## config.mk

```make
export PLATFORM = sky130hd
export DESIGN_NAME = multicycle_control_unit
export DESIGN_NICKNAME = d
export VERILOG_FILES = /design/src/rtl/multicycle_control_unit.sv
export SDC_FILE = /design/constraint.sdc
export NUM_CORES = 1
export LEC_CHECK = 0
export BUFFER_PORTS_ARGS = -buffer_cell sky130_fd_sc_hd__buf_4
export CELL_PAD_IN_SITES_DETAIL_PLACEMENT = 0
export CELL_PAD_IN_SITES_GLOBAL_PLACEMENT = 1
export CORE_UTILIZATION = 28
export CTS_BUF_LIST = sky130_fd_sc_hd__clkbuf_16
export DETAILED_ROUTE_END_ITERATION = 8
export PLACE_DENSITY = 0.82
export SLEW_MARGIN = 20
export SYNTH_ARGS = -nofsm -noshare
export SYNTH_HDL_FRONTEND = slang
export SYNTH_SLANG_ARGS = --single-unit
```

## constraint.sdc

```tcl
create_clock -name i_clk -period 1.5 [get_ports i_clk]
set_input_delay 0 -clock i_clk [delete_from_list [all_inputs] [get_ports i_clk]]
set_output_delay 0 -clock i_clk [all_outputs]
set_load 0.1 [all_outputs]
```

## src/rtl/multicycle_control_unit.sv

```systemverilog
// Multicycle RV32I control FSM: sequences fetch/decode/execute/memory/writeback,
// stalls on the shared-memory ready handshake, resolves branches from ALU flags
// and parks in a sticky fault state on an unsupported opcode or branch funct3.
module multicycle_control_unit #(
    parameter int unsigned ALU_CTRL_W  = 3,
    parameter bit          UNSIGNED_BR = 1'b1
) (
    input  logic                  i_clk,
    input  logic                  i_rst_n,
    input  logic [6:0]            i_op,
    input  logic [2:0]            i_funct3,
    input  logic                  i_funct7b5,
    input  logic                  i_zero,
    input  logic                  i_neg,
    input  logic                  i_ovf,
    input  logic                  i_carry,
    input  logic                  i_mem_ready,
    output logic                  o_pc_write,
    output logic                  o_ir_write,
    output logic                  o_reg_write,
    output logic                  o_mem_write,
    output logic                  o_mem_req,
    output logic                  o_adr_src,
    output logic [1:0]            o_alu_src_a,
    output logic [1:0]            o_alu_src_b,
    output logic [1:0]            o_result_src,
    output logic [1:0]            o_imm_src,
    output logic [ALU_CTRL_W-1:0] o_alu_control,
    output logic                  o_load,
    output logic                  o_illegal
);

    localparam logic [6:0] OP_LOAD   = 7'b0000011;
    localparam logic [6:0] OP_STORE  = 7'b0100011;
    localparam logic [6:0] OP_RTYPE  = 7'b0110011;
    localparam logic [6:0] OP_ITYPE  = 7'b0010011;
    localparam logic [6:0] OP_BRANCH = 7'b1100011;
    localparam logic [6:0] OP_JAL    = 7'b1101111;

    localparam logic [2:0] ALU_ADD = 3'b000;
    localparam logic [2:0] ALU_SUB = 3'b001;
    localparam logic [2:0] ALU_AND = 3'b010;
    localparam logic [2:0] ALU_OR  = 3'b011;
    localparam logic [2:0] ALU_XOR = 3'b100;
    localparam logic [2:0] ALU_SLT = 3'b101;

    typedef enum logic [3:0] {
        S_FETCH    = 4'd0,
        S_DECODE   = 4'd1,
        S_MEMADR   = 4'd2,
        S_MEMREAD  = 4'd3,
        S_MEMWB    = 4'd4,
        S_MEMWRITE = 4'd5,
        S_EXEC_R   = 4'd6,
        S_EXEC_I   = 4'd7,
        S_ALUWB    = 4'd8,
        S_BRANCH   = 4'd9,
        S_JAL      = 4'd10,
        S_FAULT    = 4'd11
    } state_t;

    state_t     r_state;
    state_t     w_next;

    logic       w_br_legal;
    logic       w_br_take;
    logic [1:0] w_alu_op;
    logic [2:0] w_alu_ctrl;

    logic       w_pc_write;
    logic       w_ir_write;
    logic       w_reg_write;
    logic       w_mem_write;
    logic       w_mem_req;
    logic       w_adr_src;
    logic [1:0] w_alu_src_a;
    logic [1:0] w_alu_src_b;
    logic [1:0] w_result_src;
    logic [1:0] w_imm_src;
    logic       w_load;
    logic       w_illegal;

    // State register; reset returns straight to instruction fetch.
    always_ff @(posedge i_clk or negedge i_rst_n) begin
        if (!i_rst_n) begin
            r_state <= S_FETCH;
        end else begin
            r_state <= w_next;
        end
    end

    // Branch condition from the flags of the rs1 - rs2 subtraction.
    always_comb begin
        w_br_legal = 1'b1;
        w_br_take  = 1'b0;
        case (i_funct3)
            3'b000:  w_br_take = i_zero;
            3'b001:  w_br_take = ~i_zero;
            3'b100:  w_br_take = i_neg ^ i_ovf;
            3'b101:  w_br_take = ~(i_neg ^ i_ovf);
            3'b110: begin
                w_br_legal = UNSIGNED_BR;
                w_br_take  = ~i_carry;
            end
            3'b111: begin
                w_br_legal = UNSIGNED_BR;
                w_br_take  = i_carry;
            end
            default: w_br_legal = 1'b0;
        endcase
    end

    // Next-state and per-state datapath controls.
    always_comb begin
        w_next       = r_state;
        w_pc_write   = 1'b0;
        w_ir_write   = 1'b0;
        w_reg_write  = 1'b0;
        w_mem_write  = 1'b0;
        w_mem_req    = 1'b0;
        w_adr_src    = 1'b0;
        w_alu_src_a  = 2'b00;
        w_alu_src_b  = 2'b00;
        w_result_src = 2'b00;
        w_imm_src    = 2'b00;
        w_alu_op     = 2'b00;
        w_load       = 1'b0;
        w_illegal    = 1'b0;
        case (r_state)
            S_FETCH: begin
                w_mem_req    = 1'b1;
                w_ir_write   = i_mem_ready;
                w_pc_write   = i_mem_ready;
                w_alu_src_b  = 2'b10;
                w_result_src = 2'b10;
                if (i_mem_ready) begin
                    w_next = S_DECODE;
                end
            end
            S_DECODE: begin
                // Speculatively form the branch/jump target from the old PC.
                w_alu_src_a = 2'b01;
                w_alu_src_b = 2'b01;
                w_imm_src   = (i_op == OP_JAL) ? 2'b11 : 2'b10;
                case (i_op)
                    OP_LOAD, OP_STORE: w_next = S_MEMADR;
                    OP_RTYPE:          w_next = S_EXEC_R;
                    OP_ITYPE:          w_next = S_EXEC_I;
                    OP_BRANCH:         w_next = S_BRANCH;
                    OP_JAL:            w_next = S_JAL;
                    default:           w_next = S_FAULT;
                endcase
            end
            S_MEMADR: begin
                w_alu_src_a = 2'b10;
                w_alu_src_b = 2'b01;
                w_imm_src   = i_op[5] ? 2'b01 : 2'b00;
                w_next      = i_op[5] ? S_MEMWRITE : S_MEMREAD;
            end
            S_MEMREAD: begin
                w_mem_req = 1'b1;
                w_adr_src = 1'b1;
                if (i_mem_ready) begin
                    w_next = S_MEMWB;
                end
            end
            S_MEMWB: begin
                w_reg_write  = 1'b1;
                w_result_src = 2'b01;
                w_load       = 1'b1;
                w_next       = S_FETCH;
            end
            S_MEMWRITE: begin
                w_mem_req   = 1'b1;
                w_mem_write = 1'b1;
                w_adr_src   = 1'b1;
                if (i_mem_ready) begin
                    w_next = S_FETCH;
                end
            end
            S_EXEC_R: begin
                w_alu_src_a = 2'b10;
                w_alu_op    = 2'b10;
                w_next      = S_ALUWB;
            end
            S_EXEC_I: begin
                w_alu_src_a = 2'b10;
                w_alu_src_b = 2'b01;
                w_alu_op    = 2'b10;
                w_next      = S_ALUWB;
            end
            S_ALUWB: begin
                w_reg_write = 1'b1;
                w_next      = S_FETCH;
            end
            S_BRANCH: begin
                w_alu_src_a = 2'b10;
                w_alu_op    = 2'b01;
                w_pc_write  = w_br_legal & w_br_take;
                w_next      = w_br_legal ? S_FETCH : S_FAULT;
            end
            S_JAL: begin
                // PC takes the target; PC+4 is written to rd in ALUWB.
                w_alu_src_a = 2'b01;
                w_alu_src_b = 2'b10;
                w_pc_write  = 1'b1;
                w_next      = S_ALUWB;
            end
            S_FAULT: begin
                w_illegal = 1'b1;
            end
            default: w_next = S_FETCH;
        endcase
    end

    // ALU operation from ALUOp and the instruction funct fields.
    always_comb begin
        w_alu_ctrl = ALU_ADD;
        case (w_alu_op)
            2'b01: w_alu_ctrl = ALU_SUB;
            2'b10: begin
                case (i_funct3)
                    3'b000:  w_alu_ctrl = (i_op[5] & i_funct7b5) ? ALU_SUB : ALU_ADD;
                    3'b010:  w_alu_ctrl = ALU_SLT;
                    3'b100:  w_alu_ctrl = ALU_XOR;
                    3'b110:  w_alu_ctrl = ALU_OR;
                    3'b111:  w_alu_ctrl = ALU_AND;
                    default: w_alu_ctrl = ALU_ADD;
                endcase
            end
            default: w_alu_ctrl = ALU_ADD;
        endcase
    end

    // Outputs forced idle while reset is held so no write can complete.
    always_comb begin
        o_pc_write    = i_rst_n & w_pc_write;
        o_ir_write    = i_rst_n & w_ir_write;
        o_reg_write   = i_rst_n & w_reg_write;
        o_mem_write   = i_rst_n & w_mem_write;
        o_mem_req     = i_rst_n & w_mem_req;
        o_adr_src     = i_rst_n & w_adr_src;
        o_alu_src_a   = i_rst_n ? w_alu_src_a  : 2'b00;
        o_alu_src_b   = i_rst_n ? w_alu_src_b  : 2'b00;
        o_result_src  = i_rst_n ? w_result_src : 2'b00;
        o_imm_src     = i_rst_n ? w_imm_src    : 2'b00;
        o_alu_control = i_rst_n ? ALU_CTRL_W'(w_alu_ctrl) : '0;
        o_load        = i_rst_n & w_load;
        o_illegal     = i_rst_n & w_illegal;
    end

endmodule

```

==> metrics.txt <==
area added between synthesis and finish=158%; number of design rule violations left after detail routing=0; Worst Path Class, Setup=reg2out; headroom to the max-slew limit=0.784; Starting DRT DRC Count=9; type of the tightest min-delay check=in2reg; number of synthesized flops with an enable pin=0; starting density of the core=0.302; proportion of synthesized flip-flops having asynchronous set or reset=1.00; remaining global-route overflow=0; wire length of the first global-routing pass=4380 um; Net Count, Synth=127; Placer Congestion=0.781; static leakage=0.828 nW; Critical Path End Type=output port; count of final max-slew check failures=0; Routed WL=approximately 3200 um; final hold violations=0; Ys Warns=0; startpoint of the most critical hold path=i_mem_ready; antenna viol nets, final=0; post-route clock period utilization=1.25; sinks on the clock net=4; worst min-delay path endpoint=r_state[0]; Top Registers=r_state (4); clock root buffer master=clkbuf_16; drt via density=between 5 and 6; cell area power density=~2200 mW/mm^2; TritonRoute pass-1 iters=4; register area=approximately 100 um^2; worst slew pin tran=0.323 ns; dominant delay contributor by cell family on the critical path=simple AND/OR/NAND/NOR gates; delay of the slowest critical-path stage=0.39 ns; number of unique standard cell types used by synthesis=45; critical register-to-register path endpoint=r_state[0]; worst voltage drop across the vdd grid=between 2 and 2.5 mV; crit path launch type=register; data required time of the worst path=1.50 ns; # diodes=0; final net count=195; total die area=0.00293 mm^2; number of buffers between clock root and the deepest sink=2; worst reg-to-reg setup slack=-0.23 ns; final setup violation count=18; clock edge transition at the registers on the reported setup and hold paths=0.03 ns; clock period minus final worst setup slack=1.88 ns; overall power of the completed layout=4.37 mW; number of stages on the worst setup path=6; Max Clock Skew=roughly 0.0050 ns; Buf+Inv Stages, Crit Path=2; start of the worst register-to-register path=r_state[1]; f_max=532 MHz; post-detail-place hpwl=1870 um; CP Max Fanout=4; global-route usage over all layers=0.215; vias in the first global route=slightly above 900; drt wl/cell=15.8 um; PortBufs=36; Layout Utilization=0.778; Site Rows=18; worst-case reg-to-reg path depth=7; post-synthesis cell count=107; register ranked first by flip-flop count=r_state; crit path DAT=~1.9 ns; number of maximum-capacitance constraint violations=0; number of flip-flops in the largest register=4; standard cell core area=0.00252 mm^2; hold depth=4; overall via count from detail_route=1079; horizontal extent of the die=roughly 54 um; vertical die dimension=54.1 um; run status=complete, but fails checks; area of the multi-input gates=approximately 910 um^2; cell chain of the critical path=inv_2 > nor3b_4 > ha_4 > nand2b_4 > nor4b_4 > buf_6; Layout fillers=144; sequential cell area fraction in the yosys report=0.132; H-tree levels=1; RSZ-0062 raised after global routing=yes; dominant synthesized flop cell=dfrtp_1; initial antenna violation count=0; Avg Cell Area, Syn=7.11 um^2; register bit count reported by yosys=4; number of top-level pins=37; failing checks=setup timing; share of final-layout standard cells stronger than drive strength 1=0.711; pin count of the biggest net entering global routing=18; slowest stage cell on the critical path=dfrtp_1; worst skew pair latency=0.24 ns; CTS tree=done; Worst Slack Setup Final=-0.381 ns; number of buffers added by the clock tree synthesis step=3; post-synthesis instance area=761 um^2
Yosys cell counts, types with 2 or more instances:
| cell type | number | share of area |
|---|---|---|
| o21ai_0 | 3 | 0.020 |
| dfrtp_1 | 4 | 0.13 |
| nor2_1 | 13 | 0.064 |
| nor2b_1 | 3 | 0.025 |
| xor2_1 | 5 | 0.058 |
| xnor2_1 | 4 | 0.046 |
| nand3b_1 | 3 | 0.030 |
| nor4b_1 | 3 | 0.035 |
| buf_4 | 3 | 0.030 |
| nor3_1 | 5 | 0.033 |
| buf_2 | 2 | 0.013 |
| ha_1 | 2 | 0.033 |
| a31oi_1 | 2 | 0.016 |
| nand2b_1 | 4 | 0.033 |
| and3_1 | 3 | 0.025 |
| a21oi_1 | 8 | 0.053 |
| nand2_1 | 9 | 0.044 |
| inv_1 | 4 | 0.020 |
metal layers:
layer,wire length [um],GRT usage,up-vias
met1,1390,0.275,523
met4,62,0.128,0
met5,0,0,-
met2,1630,0.341,34
li1,-,-,517
met3,122,0.0254,5
worst max-delay path by stage:
stage | start | slack (ns) | to
6_report | r_state[2] | -0.38 | o_alu_control[2]
3_5_place_dp | r_state[2] | -0.25 | o_alu_control[2]
4_1_cts | r_state[2] | -0.40 | o_alu_control[2]
5_1_grt | r_state[2] | -0.44 | o_alu_control[2]
3_3_place_gp | r_state[2] | -0.19 | o_alu_control[2]
2_1_floorplan | r_state[1] | -0.87 | o_alu_control[2]
placed cells by master (no fill, tap or decap), types with 4 or more instances in the layout:
cell type / instances
a21oi_2: 4
buf_12: 18
buf_4: 37
buf_6: 13
nand2_1: 5
nor2_1: 4
nor2_4: 9
nor3_4: 4
xor2_1: 5
repair_timing:
| action | 4_1_cts | 5_1_grt |
|---|---|---|
| hold buffers | 1 | 0 |
| setup endpoints to repair | 21 | 23 |
| pin swaps | 7 | 17 |
| gates resized for setup | 64 | 51 |
| setup buffers | 9 | 10 |
| endpoints found under the hold margin | 4 | 0 |
worst reg2reg max path, stage by stage (launching register included):
cell and delay, ns:
dfrtp_2 0.44, buf_6 0.14, buf_8 0.13, buf_6 0.12, nor3_4 0.12, or3b_1 0.37, a22o_1 0.25, o211ai_2 0.07
logic make-up after synthesis:
logic type,after synthesis,synth area share
AOI/OAI and AO/OA,23,0.202
xor gates and xnor gates,9,0.104
adders and majority gates,2,0.0329
buffers and inverters,12,0.0872
DFF,4,0.132
muxes,1,0.0148
and+or+nand+nor,56,0.428
power by group:
group / leakage, nW / total [mW] / internal (mW) / switching (mW)
combinational: 0.743 / 3.68 / 1.66 / 2.01
clock: 0.0370 / 0.445 / 0.343 / 0.102
sequential: 0.0485 / 0.246 / 0.162 / 0.0839
total: 0.828 / 4.37 / 2.17 / 2.20
per-stage QoR:
step	cells	hold slack [ns]	cell area (um^2)	setup WS, ns	TNS [ns]
floorplan	107	-0.296	900	-0.872	-3.70
global placement	184	-0.155	1280	-0.188	-0.358
detailed placement	184	-0.157	1280	-0.251	-0.523
CTS	197	0.113	1700	-0.401	-1.92
global route	203	0.156	1960	-0.441	-3.22
finish	203	0.140	1960	-0.381	-2.31
cell type report:
cell class | instances | share of cell area
Multi-Input combinational cell | 91 | 0.463
Tap cell | 30 | 0.0191
Clock buffer | 3 | 0.0382
Timing Repair Buffer | 71 | 0.420
Sequential cell | 4 | 0.0523
Inverter | 4 | 0.00765
Power figures use the tool's default switching activity.
